<file path="src/rtl/hazard_ctrl.sv">
// ============================================================================
// Module   : hazard_ctrl
// Brief    : Pipeline hazard control (load-use, branch flush, DIV sequencing)
// Revision : 1.0
// ============================================================================
`default_nettype none

module hazard_ctrl #(
    parameter int FLUSH_CYCLES = 2,
    parameter int DIV_LAT      = 33,
    parameter int CNT_W        = 6
) (
    input  logic        clk,
    input  logic        rst_n,
    input  logic [4:0]  id_rs1,
    input  logic [4:0]  id_rs2,
    input  logic        id_use_rs1,
    input  logic        id_use_rs2,
    input  logic [4:0]  ex_dst,
    input  logic        ex_is_load,
    input  logic        ex_is_div,
    input  logic        branch_taken,
    input  logic        div_done,
    output logic        stall_if,
    output logic        stall_id,
    output logic        stall_ex,
    output logic        flush_if,
    output logic        flush_id,
    output logic        div_start,
    output logic        busy,
    output logic [31:0] stall_cnt,
    output logic [31:0] flush_cnt
);

    typedef enum logic [1:0] {
        S_RUN     = 2'd0,
        S_FLUSH   = 2'd1,
        S_DIVWAIT = 2'd2
    } state_t;

    localparam logic             c_flush_multi = (FLUSH_CYCLES > 1);
    localparam logic [CNT_W-1:0] c_flush_init  = CNT_W'(FLUSH_CYCLES - 2);
    localparam logic [CNT_W-1:0] c_div_init    = CNT_W'(DIV_LAT - 2);

    state_t            r_state;
    logic [CNT_W-1:0]  r_cnt;
    logic [31:0]       r_stall_cnt;
    logic [31:0]       r_flush_cnt;
    logic              w_load_use;
    logic              w_cnt_zero;

    assign w_load_use = ex_is_load && (ex_dst != 5'd0) &&
                        ((id_use_rs1 && (id_rs1 == ex_dst)) ||
                         (id_use_rs2 && (id_rs2 == ex_dst)));
    assign w_cnt_zero = (r_cnt == '0);

    // Control lines react in the same cycle; everything is forced low in reset.
    always_comb begin
        stall_if  = 1'b0;
        stall_id  = 1'b0;
        stall_ex  = 1'b0;
        flush_if  = 1'b0;
        flush_id  = 1'b0;
        div_start = 1'b0;
        busy      = 1'b0;
        if (rst_n) begin
            busy = (r_state != S_RUN);
            case (r_state)
                S_RUN: begin
                    if (branch_taken) begin
                        flush_if = 1'b1;
                        flush_id = 1'b1;
                    end else if (ex_is_div) begin
                        div_start = 1'b1;
                        stall_if  = 1'b1;
                        stall_id  = 1'b1;
                        stall_ex  = 1'b1;
                    end else if (w_load_use) begin
                        stall_if = 1'b1;
                        stall_id = 1'b1;
                        flush_id = 1'b1;
                    end
                end
                S_FLUSH: begin
                    flush_if = 1'b1;
                    flush_id = 1'b1;
                end
                S_DIVWAIT: begin
                    stall_if = 1'b1;
                    stall_id = 1'b1;
                    stall_ex = 1'b1;
                end
                default: begin
                    busy = 1'b1;
                end
            endcase
        end
    end

    always_ff @(posedge clk) begin
        if (!rst_n) begin
            r_state     <= S_RUN;
            r_cnt       <= '0;
            r_stall_cnt <= 32'd0;
            r_flush_cnt <= 32'd0;
        end else begin
            if (stall_if) begin
                r_stall_cnt <= r_stall_cnt + 32'd1;
            end
            case (r_state)
                S_RUN: begin
                    if (branch_taken) begin
                        r_flush_cnt <= r_flush_cnt + 32'd1;
                        if (c_flush_multi) begin
                            r_state <= S_FLUSH;
                            r_cnt   <= c_flush_init;
                        end
                    end else if (ex_is_div) begin
                        r_state <= S_DIVWAIT;
                        r_cnt   <= c_div_init;
                    end
                end
                S_FLUSH: begin
                    if (w_cnt_zero) begin
                        r_state <= S_RUN;
                    end else begin
                        r_cnt <= r_cnt - CNT_W'(1);
                    end
                end
                S_DIVWAIT: begin
                    // Early result or latency budget exhausted both release the stall.
                    if (div_done || w_cnt_zero) begin
                        r_state <= S_RUN;
                    end else begin
                        r_cnt <= r_cnt - CNT_W'(1);
                    end
                end
                default: begin
                    r_state <= S_RUN;
                    r_cnt   <= '0;
                end
            endcase
        end
    end

    assign stall_cnt = r_stall_cnt;
    assign flush_cnt = r_flush_cnt;

endmodule

`default_nettype wire

</file>
<file path="config.mk">
export PLATFORM = sky130hd
export DESIGN_NAME = hazard_ctrl
export DESIGN_NICKNAME = d
export VERILOG_FILES = /design/src/rtl/hazard_ctrl.sv
export SDC_FILE = /design/constraint.sdc
export NUM_CORES = 1
export LEC_CHECK = 0
export ABC_AREA = 1
export CORE_UTILIZATION = 55
export DETAILED_ROUTE_END_ITERATION = 7
export PLACE_DENSITY = 0.84
export SYNTH_ARGS = -nofsm -noshare
export SYNTH_HDL_FRONTEND = slang
export SYNTH_SLANG_ARGS = --single-unit
</file>
<file path="constraint.sdc">
create_clock -name clk -period 3.1 [get_ports clk]
set_clock_uncertainty 0.1 [all_clocks]
set_input_delay 0.775 -clock clk [delete_from_list [all_inputs] [get_ports clk]]
set_output_delay 0.775 -clock clk [all_outputs]
set_load 0.1 [all_outputs]
</file>
Word level (Yosys, flattened, before mapping):

Index checks and enable logic that the tools add are counted.

* add/sub/neg operators: 3
* eq/ne operators: 9
* reductions and logical operators: 14
* mux-type cells: 30

Operator list (number)
* 32-bit by 1-bit adder with 32-bit output, second input constant: 2
* 6-bit two-way mux: 4
* 6-bit one-hot mux with 3 select lines: 1
* 1-bit two-way mux: 16
* 5-bit == test: 2
* 2-bit two-way mux: 4
* 2-bit != test, second input constant: 4
* 1-bit one-hot mux with 2 select lines: 4
* 6-bit zero test: 1
* 2-bit one-hot mux with 3 select lines: 1
* 3-bit AND reduction: 2
* 6-bit by 1-bit subtractor with 6-bit output, second input constant: 1
* 5-bit nonzero test: 1
* 1-bit logical AND: 4
* 3-bit != test, second input constant: 1
* 3-bit OR reduction: 1
* 2-bit by 1-bit == test with 1-bit output, second input constant: 1
* 2-bit == test, second input constant: 1
* 2-bit zero test: 1
* 1-bit logical OR: 2
* 2-bit AND reduction: 1
* 2-bit nonzero test: 1

* bits of input ports: 23
* register bits after elaboration: 72
* logic and storage cells: 60

Logic depth before layout (Yosys ltp):

Gate-level depths: netlist of the first run.

* word-level depth: 9
* mapped depth: 14

Worst setup path before layout of the first run:

No wires, ideal clock.

* path kind: input to output
* start: input rst_n
* end: output div_start
* required time: 2.225 ns
* data arrival time: 3.117 ns
* buffers on the path: 1
* stages: 3
* path slack: -0.892 ns
* cells stage by stage: inv_2 > buf_1 > nor3_1

* longest elaborated chain between the ends: 1

RTL lines
* start: declaration: line 14 `input logic rst_n,`
* 1-bit two-way mux: line 66 `if (rst_n) begin`
* end: declaration: line 29 `output logic div_start,`

No other way between the ends.

Worst setup path in the final report of the first run:

* start: input branch_taken
* end: output stall_if

* longest elaborated chain between the ends: 3

RTL lines
* start: declaration: line 22 `input logic branch_taken,`
* 1-bit two-way mux: line 70 `if (branch_taken) begin`
* 1-bit one-hot mux with 2 select lines: line 68 `case (r_state)`
* 1-bit two-way mux: line 66
* end: declaration: line 24 `output logic stall_if,`

No other way between the ends.

==> results of run 1 <==
[kinds of logic after synthesis]
family	after synthesis	synth area share
and+or+nand+nor	503	0.450
buffers and inverters	102	0.0855
xor gates and xnor gates	29	0.0529
adders and majority gates	8	0.0208
AOI/OAI and AO/OA	84	0.0907
DFF	72	0.300
[flip-flops by register name (all words and copies together) (netlist names)]
register and count:
r_cnt 6, r_state 2, flush_cnt 32, stall_cnt 32
[report_power, final]
group / internal (mW) / switching [mW]
logic: 0.389 / 0.874
registers: 0.984 / 0.0644
clock network: 0.376 / 0.376
[layer usage]
layer  vias to the layer above  track usage  wire (µm)
met5                         -            0          0
met4                         0        0.101        227
met3                        23       0.0423        794
met2                       195        0.467       6000
met1                      2451        0.421       6290
li1                       2712            -          -
[worst reg2reg max path, delay by kind of cell (launching register included)]
kind,cells,cell delay (ns)
buffers and inverters,5,0.73
and+or+nand+nor,6,0.66
DFF,1,0.34
adders and majority gates,1,0.29
[synth_stat cells]
master                     number  area share
sky130_fd_sc_hd__nor3_4         1      0.0034
sky130_fd_sc_hd__ha_1           8       0.021
sky130_fd_sc_hd__o21a_1         1      0.0016
sky130_fd_sc_hd__buf_6          3      0.0070
sky130_fd_sc_hd__buf_4          1      0.0016
sky130_fd_sc_hd__nand2_2        4      0.0052
sky130_fd_sc_hd__a31o_2         1      0.0018
sky130_fd_sc_hd__o21ai_0       13       0.014
sky130_fd_sc_hd__nand3b_1       9       0.014
sky130_fd_sc_hd__clkbuf_1      10      0.0078
sky130_fd_sc_hd__nand4_1        6      0.0078
sky130_fd_sc_hd__nor2_2         6      0.0078
sky130_fd_sc_hd__inv_2         15       0.012
sky130_fd_sc_hd__a21oi_1       63       0.066
sky130_fd_sc_hd__inv_1         66       0.052
sky130_fd_sc_hd__nand2_1      280        0.22
sky130_fd_sc_hd__o21ai_2        1      0.0018
sky130_fd_sc_hd__nand3_4        1      0.0036
sky130_fd_sc_hd__nand3_1       56       0.058
sky130_fd_sc_hd__o21ai_1        2      0.0021
sky130_fd_sc_hd__nor2_1       107       0.084
sky130_fd_sc_hd__xor2_1        24       0.044
sky130_fd_sc_hd__a31oi_1        2      0.0026
sky130_fd_sc_hd__dfxtp_1       72        0.30
sky130_fd_sc_hd__buf_2          1      0.0010
sky130_fd_sc_hd__nor3_1        22       0.023
sky130_fd_sc_hd__nand3_2        1      0.0021
sky130_fd_sc_hd__nor3_2         5       0.010
sky130_fd_sc_hd__nand2_4        1      0.0023
sky130_fd_sc_hd__nor2_4         4      0.0094
sky130_fd_sc_hd__clkinv_1       2      0.0016
sky130_fd_sc_hd__a211oi_1       1      0.0016
sky130_fd_sc_hd__xnor2_1        5      0.0091
sky130_fd_sc_hd__buf_1          4      0.0031
[through the flow]
stage | cells | total power [mW]
finish | 1003 | 3.06
global placement | 987 | 2.28
CTS | 1003 | 3.06
floorplan | 798 | 1.96
detailed placement | 987 | 2.31
global route | 1003 | 3.24
[path summary, 6_finish.rpt]
path,slack (ns),depth (start not counted),start,end
worst max-delay path,0.11,7,branch_taken,stall_if
worst min-delay path,0.39,2,r_cnt[0],r_cnt[0]
worst max register to register,0.89,12,r_state[0],stall_cnt[0]
worst min register to register,0.39,2,r_cnt[0],r_cnt[0]
[final cells by class]
cell class	count	area [µm²]
Multi-Input combinational cell	624	2970
Sequential cell	72	1440
Inverter	83	312
Clock inverter	6	67.6
Fill cell	733	2360
Clock buffer	10	128
Tap cell	105	131
Timing Repair Buffer	103	928
==> results.md, run 1 <==
Status:
- The run finished with clean final reports.

Die:
- The core area is 0.00834 mm².
- The chip width is ~95 µm.
- The die is 95.4 µm tall.
- For this design the top-level I/O count stands at 94.
- After floorplanning, the core was divided into 33 placement rows.
- The initial utilization of the core area, before any placement, comes to 0.576.
- The full die area is 0.00911 mm².

Cells and area:
- The most common cell after layout, fill and taps aside is sky130_fd_sc_hd__nand2_1.
- At the end of the flow, the number of nets in the layout was 924.
- The share of post-route cells with drive strength above 1 is 0.155.
- The number of antenna cells inserted is 0.
- Compared with the post-synthesis result, the final layout area differs by 24.6%.
- After routing the design area is between 0.005 and 0.006 mm².
- The library cells used most frequently in the layout, excluding fill and tap cells, are sky130_fd_sc_hd__nand2_1, sky130_fd_sc_hd__nor2_1, sky130_fd_sc_hd__buf_4.
- The share of the core filled with cells is 0.717.

Worst setup path:
- The data required time of the critical path is about 2.2 ns.
- The type of the worst setup path is in2out.
- STA classifies the critical path endpoint as an output port.
- The slowest library cell on the worst path is sky130_fd_sc_hd__clkdlybuf4s50_1.
- Broken down by cell family, the worst path's largest delay share belongs to buffers and inverters.
- The stage delay of the slowest cell on the critical path is about 0.48 ns.
- Along the worst path, the maximum fanout reaches 7.
- By instance count, the cell type seen most on the critical path is sky130_fd_sc_hd__nor2_2.
- The critical path goes through clkdlybuf4s50_1, nor2_2, inv_2, nor2_2, nand3_2, nand2_4, buf_12.
- The worst setup path is launched from an input port.
- The number of buffer and inverter instances along the worst setup path is 3.
- The data arrival time of the critical path is 2.11 ns.

Job:
- Max-cap violations in this run came to 0.

Detailed routing:
- The routed layout has 5381 vias.
- The ratio of routed vias to standard cells is 5.36.
- The number of search-and-repair iterations in the first detailed-routing pass is 7.
- The number of DRC markers in iteration 0 is 376.
- The total routed wirelength is roughly 13000 µm.
- The antenna violation net count after detailed routing is 0.
- The detailed-route DRC error count is 0.
- After detailed routing, the average wire length per cell comes to between 10 and 15 µm.

STA:
- The setup slack after layout is 0.112 ns.
- Across all hold checks on the routed design, the worst slack comes to about 0.39 ns.
- The final count of hold timing violations was 0.
- The transition time at the pin with the least slew margin is 0.432 ns.
- Setup total negative slack on the finished layout was measured at 0 ns.
- Setup repair after global routing left no endpoint under its margin.
- The total setup violations reported at the end of the flow is 0.
- The period utilization is 0.964.
- The clock period could shrink to 2.99 ns.
- The maximum clock frequency is 335 MHz.
- The number of max-slew violations in the final report is 0.
- The normalized max-slew margin is 0.710.

Yosys:
- The number of different library cells used by synthesis comes to 34.
- The part of the Yosys area used for sequential elements is 0.300.
- In this run, synthesis produced a sequential element count of 72.
- After synthesis the cells add up to around 0.0048 mm².
- The count of yosys warnings during synthesis is 0.
- Dividing the synthesized area by the synthesized cell count gives around 6 µm².
- The number of instances in the synthesized netlist is 798.
- The number of nets in the synthesized netlist is 829.

Clocking:
- The post-CTS repair timing setup buffer count is 0.
- The master cell of the clock root buffer is sky130_fd_sc_hd__clkbuf_8.
- The number of hold-repair buffers added at the cts stage is 0.
- Clock-pin slew was measured on the worst setup and hold paths at 0.08 ns.
- The H-tree was split into 3 levels.
- The CTS tree is built.
- The clock reaches the later pin of the worst-skew pair after 0.35 ns.
- After clock tree synthesis, the repair step resized 0 gates.
- Counting every sink on the clock net gives 72.
- The number of clock buffers added by TritonCTS is 9.
- The largest buffer count on any clock path is 2.

Global route:
- The number of global-route vias before repair was between 4000 and 5000.
- The global-route wire length before repair is between 20000 and 25000 µm.
- The total track usage is 0.300.
- The overall overflow remaining after global route is 0.
- The number of antenna violations at the first check in global routing came to 0.
- The maximum number of pins on one net before global-route repair is 33.

Placed design:
- Once detailed placement completed, the half-perimeter wirelength came to ~10000 µm.
- Timing analysis after detailed placement gives a worst setup slack of 0.0291 ns.
- The standard cell area after detailed placement is 0.00577 mm².
- Routability-driven placement finished with a final weighted congestion of 0.996.
- The count of buffers added on input and output ports is between 90 and 100.

Worst hold path:
- The type of the worst min-delay path is reg2reg.

Pwr:
- Summed over all cells, the static leakage comes to 2.40 nW.
- The power density over cell area is 512 mW/mm².
- Across the VDD grid, the largest voltage drop is 0.000647 V.
No activity file was read; power rests on OpenSTA's default activity.
==> inputs of run 2 (changes only) <==
Settings changed: CAP_MARGIN from default to 20, CELL_PAD_IN_SITES_DETAIL_PLACEMENT from default to 0, CELL_PAD_IN_SITES_GLOBAL_PLACEMENT from default to 2, CORE_UTILIZATION 55 to 29, PLACE_DENSITY 0.84 to default, PLACE_DENSITY_LB_ADDON from default to 0.1.
==> run 2 against run 1 <==
  * Wire length rose by 16%
  * Sequential power barely moved
  * Clock power rose by 50%
  * Highest routed layer unchanged
  * Maximum frequency fell by 1.5%
  * First-iteration DRC count fell by 47%
  * Clock-buffer cell count rose by 1
==> results.md, run 2 (same netlist as run 1, synthesis figures left out) <==
Status:
- The flow ran to the end, and the final reports show no timing, DRC or antenna violations.

Worst setup path:
- The signal on the critical path passes through clkdlybuf4s50_1, inv_1, nand2_1, nand2_1, nor2_2, nand3_2, nand2_2, buf_4, a31o_4, buf_12.
- The critical path startpoint category is an input port.
- The worst setup path is of the in2out kind.
- The largest driver fanout on the critical path was 2 (-5).
- The stage delay of the slowest cell on the critical path is 0.49 ns (about the same).
- The data arrival time of the critical path was 2.16 ns (+0.05 ns).
- The data required time of the critical path came to 2.22 ns (about the same).
- The cell repeated most along the worst path is sky130_fd_sc_hd__nand2_1.
- Among all stages on the critical path, the largest delay is contributed by sky130_fd_sc_hd__clkdlybuf4s50_1.
- The kind of capture point of the worst setup path is an output port.

Detailed routing:
- The number of DRC markers in iteration 0 is 200 (-47%).
- The ratio of routed vias to standard cells is 4.70 (-12%).
- The detailed-route DRC error count is 0 (unchanged).
- The number of search-and-repair iterations in the first detailed-routing pass was 4 (-3).
- The total via count after detailed routing came to 5259 (-2.3%).
- The detailed-route wire length per cell is 13.8 µm (+3.9%).
- The antenna violation net count after detailed routing came to 0 (unchanged).
- The total routed wirelength is 15400 µm (+16%).

Clocking:
- The number of hold-repair buffers added at the cts stage is 0 (unchanged).
- The largest buffer count on any clock path is 2 (unchanged).
- The clock transition at the register clock pins on the worst setup and hold paths after CTS is 0.05 ns (-0.03 ns).
- TritonCTS built the clock tree.
- The number of H-tree levels was 3 (unchanged).
- The total clock buffers created by CTS is 9 (unchanged).
- The master cell of the clock root buffer is sky130_fd_sc_hd__clkbuf_16.
- The insertion delay to the later sink of the worst-skew pair is 0.34 ns (about the same).
- The post-CTS repair timing setup buffer count is 0 (unchanged).
- The number of clock sinks is 72 (unchanged).

Cells and area:
- The share of post-route cells with drive strength above 1 is 0.164 (+0.00911).
- The number of antenna cells inserted was 0 (unchanged).
- The share of the core filled with cells is 0.395 (-0.322).
- The final layout net count came to 929 (+0.54%).
- The final design instance area without fill is 0.00632 mm² (+5.7%).
- The top cell types in the final layout, fill and taps aside, are sky130_fd_sc_hd__nand2_1, sky130_fd_sc_hd__nor2_1, sky130_fd_sc_hd__buf_4.
- The synthesis-to-finish area growth is 31.6%.
- The library cell used most frequently in the layout, excluding fill and tap cells, is sky130_fd_sc_hd__nand2_1.

Global route:
- The overall overflow remaining after global route is 0 (unchanged).
- The global-route wire length before repair was 24600 µm (+14%).
- The maximum number of pins on one net before global-route repair is 38 (+15%).
- The number of global-route vias before repair is 4776 (+2.4%).
- The number of antenna violations at the first check in global routing is 0 (unchanged).
- The total track usage is 0.187 (-0.112).

Pwr:
- The internal power is 2.11 mW (+21%).
- The portion of total power attributed to the clock network is 0.324 (+0.078).
- The net switching share of the total power was 0.395 (-0.0336).
- The switching power was 1.38 mW (+4.9%).
- The sequential share of power was 0.300 (-0.042).
- The power density over cell area was 552 mW/mm² (+7.7%).
- The peak supply drop is 0.000625 V (-3.5%).
- The combinational cell fraction of total power was 0.376 (-0.036).
- The standby leakage power is 2.50 nW (+4.2%).

Die:
- The chip width is 131 µm (+37%).
- The core area was 0.0160 mm² (+92%).
- The full die area is 0.0171 mm² (+87%).
- The cell row count is 46 (+39%).
- The starting density of the core came to 0.300 (-0.276).
- The total I/O pin count is 94 (unchanged).
- The die span in y is 131 µm (+37%).

Worst hold path:
- The path class of the tightest hold or removal check is reg2reg.

STA:
- The worst hold-check slack was 0.389 ns (-0.000274 ns).
- The transition time at the pin with the least slew margin was 0.448 ns (+0.0160 ns).
- The number of max-slew violations in the final report is 0 (unchanged).
- The setup slack after layout came to 0.0665 ns (-0.0459 ns).
- The final period demand of the worst path is 3.03 ns (+0.0459 ns).
- The period utilization was 0.979 (+0.0148).
- The normalized max-slew margin came to 0.702 (-0.00846).
- The total negative setup slack was 0 ns (unchanged).
- The maximum clock frequency was 330 MHz (-1.5%).
- The final count of hold timing violations is 0 (unchanged).
- The total setup violations reported at the end of the flow came to 0 (unchanged).

Job:
- The total of max-cap violations was 0 (unchanged).

Placed design:
- The half-perimeter wire length after detailed placement is 11800 µm (+18%).
- The setup slack after placement came to -0.0745 ns (-0.104 ns).
- The weighted congestion at the end of routability-driven global placement is 0.826 (-17%).
- The standard cell area after detailed placement came to 0.00596 mm² (+3.3%).
- The number of port buffers was 93 (unchanged).
-- run 2: cell count changes in the layout (fill, tap and decap cells not counted), moves of 2 or more --
cell | previous run | this run
sky130_fd_sc_hd__clkbuf_16 | 0 | 9
sky130_fd_sc_hd__clkbuf_8 | 9 | 0
sky130_fd_sc_hd__buf_4 | 74 | 78
sky130_fd_sc_hd__clkdlybuf4s50_1 | 17 | 14
sky130_fd_sc_hd__nor2_1 | 106 | 103
sky130_fd_sc_hd__nor2_2 | 7 | 10
sky130_fd_sc_hd__dlygate4sd2_1 | 0 | 2
sky130_fd_sc_hd__inv_6 | 2 | 0
-- run 2: path summary, 6_finish.rpt --
path	start	endpoint	slack (ns)	cells past startpoint
setup reg to reg	r_state[1]	stall_cnt[1]	0.91	11
hold reg to reg	r_cnt[0]	r_cnt[0]	0.39	2
setup / recovery	id_rs1[3]	flush_id	0.07	10
hold / removal	r_cnt[0]	r_cnt[0]	0.39	2
-- run 2: critical path, delay by kind of cell --
kind	cells	cell delay, ns
buffers and inverters	4	0.82
and+or+nand+nor	5	0.40
AOI/OAI and AO/OA	1	0.14
-- run 2: cell type report --
class / count / area (µm²)
inverter: 83 / 312
timing repair buffer: 108 / 978
sequential: 72 / 1440
tap: 216 / 270
fill: 1803 / 9680
clock inverter: 5 / 81.3
clock buffer: 11 / 233
multi-input combinational: 624 / 3010
-- run 2: power by group through the flow --
stage | clock (mW) | sequential (mW) | combinational, mW
after floorplan | 0 | 1.16 | 0.803
after global placement | 0 | 1.06 | 1.29
after detailed placement | 0 | 1.07 | 1.31
after CTS | 1.17 | 1.05 | 1.32
after global routing | 1.20 | 1.06 | 1.43
final | 1.13 | 1.05 | 1.31
-- run 2: what timing repair did --
item | in CTS | in global routing
resized for setup | 5 | 11
endpoints found under the setup margin | 3 | 3
pin swaps | 0 | 6
endpoints found under the hold margin | 0 | 0
-- run 2: per-stage QoR --
step                      cells  total power, mW
final                      1119             3.49
after global routing       1119             3.69
after CTS                  1119             3.53
after detailed placement   1103             2.37
after global placement     1103             2.36
after floorplan             798             1.96
-- run 2: per-layer routing --
layer | wire length, µm | up-vias | GRT usage
met5 | 0 | - | 0
met1 | 7810 | 2423 | 0.265
li1 | - | 2720 | -
met3 | 651 | 14 | 0.0309
met4 | 221 | 0 | 0.0683
met2 | 6740 | 102 | 0.285
==> inputs of run 3 (changes only) <==
Settings changed: CAP_MARGIN 20 to 0.
==> results of run 3 <==
No change in the layout: final DEF, timing and power equal those of run 2.
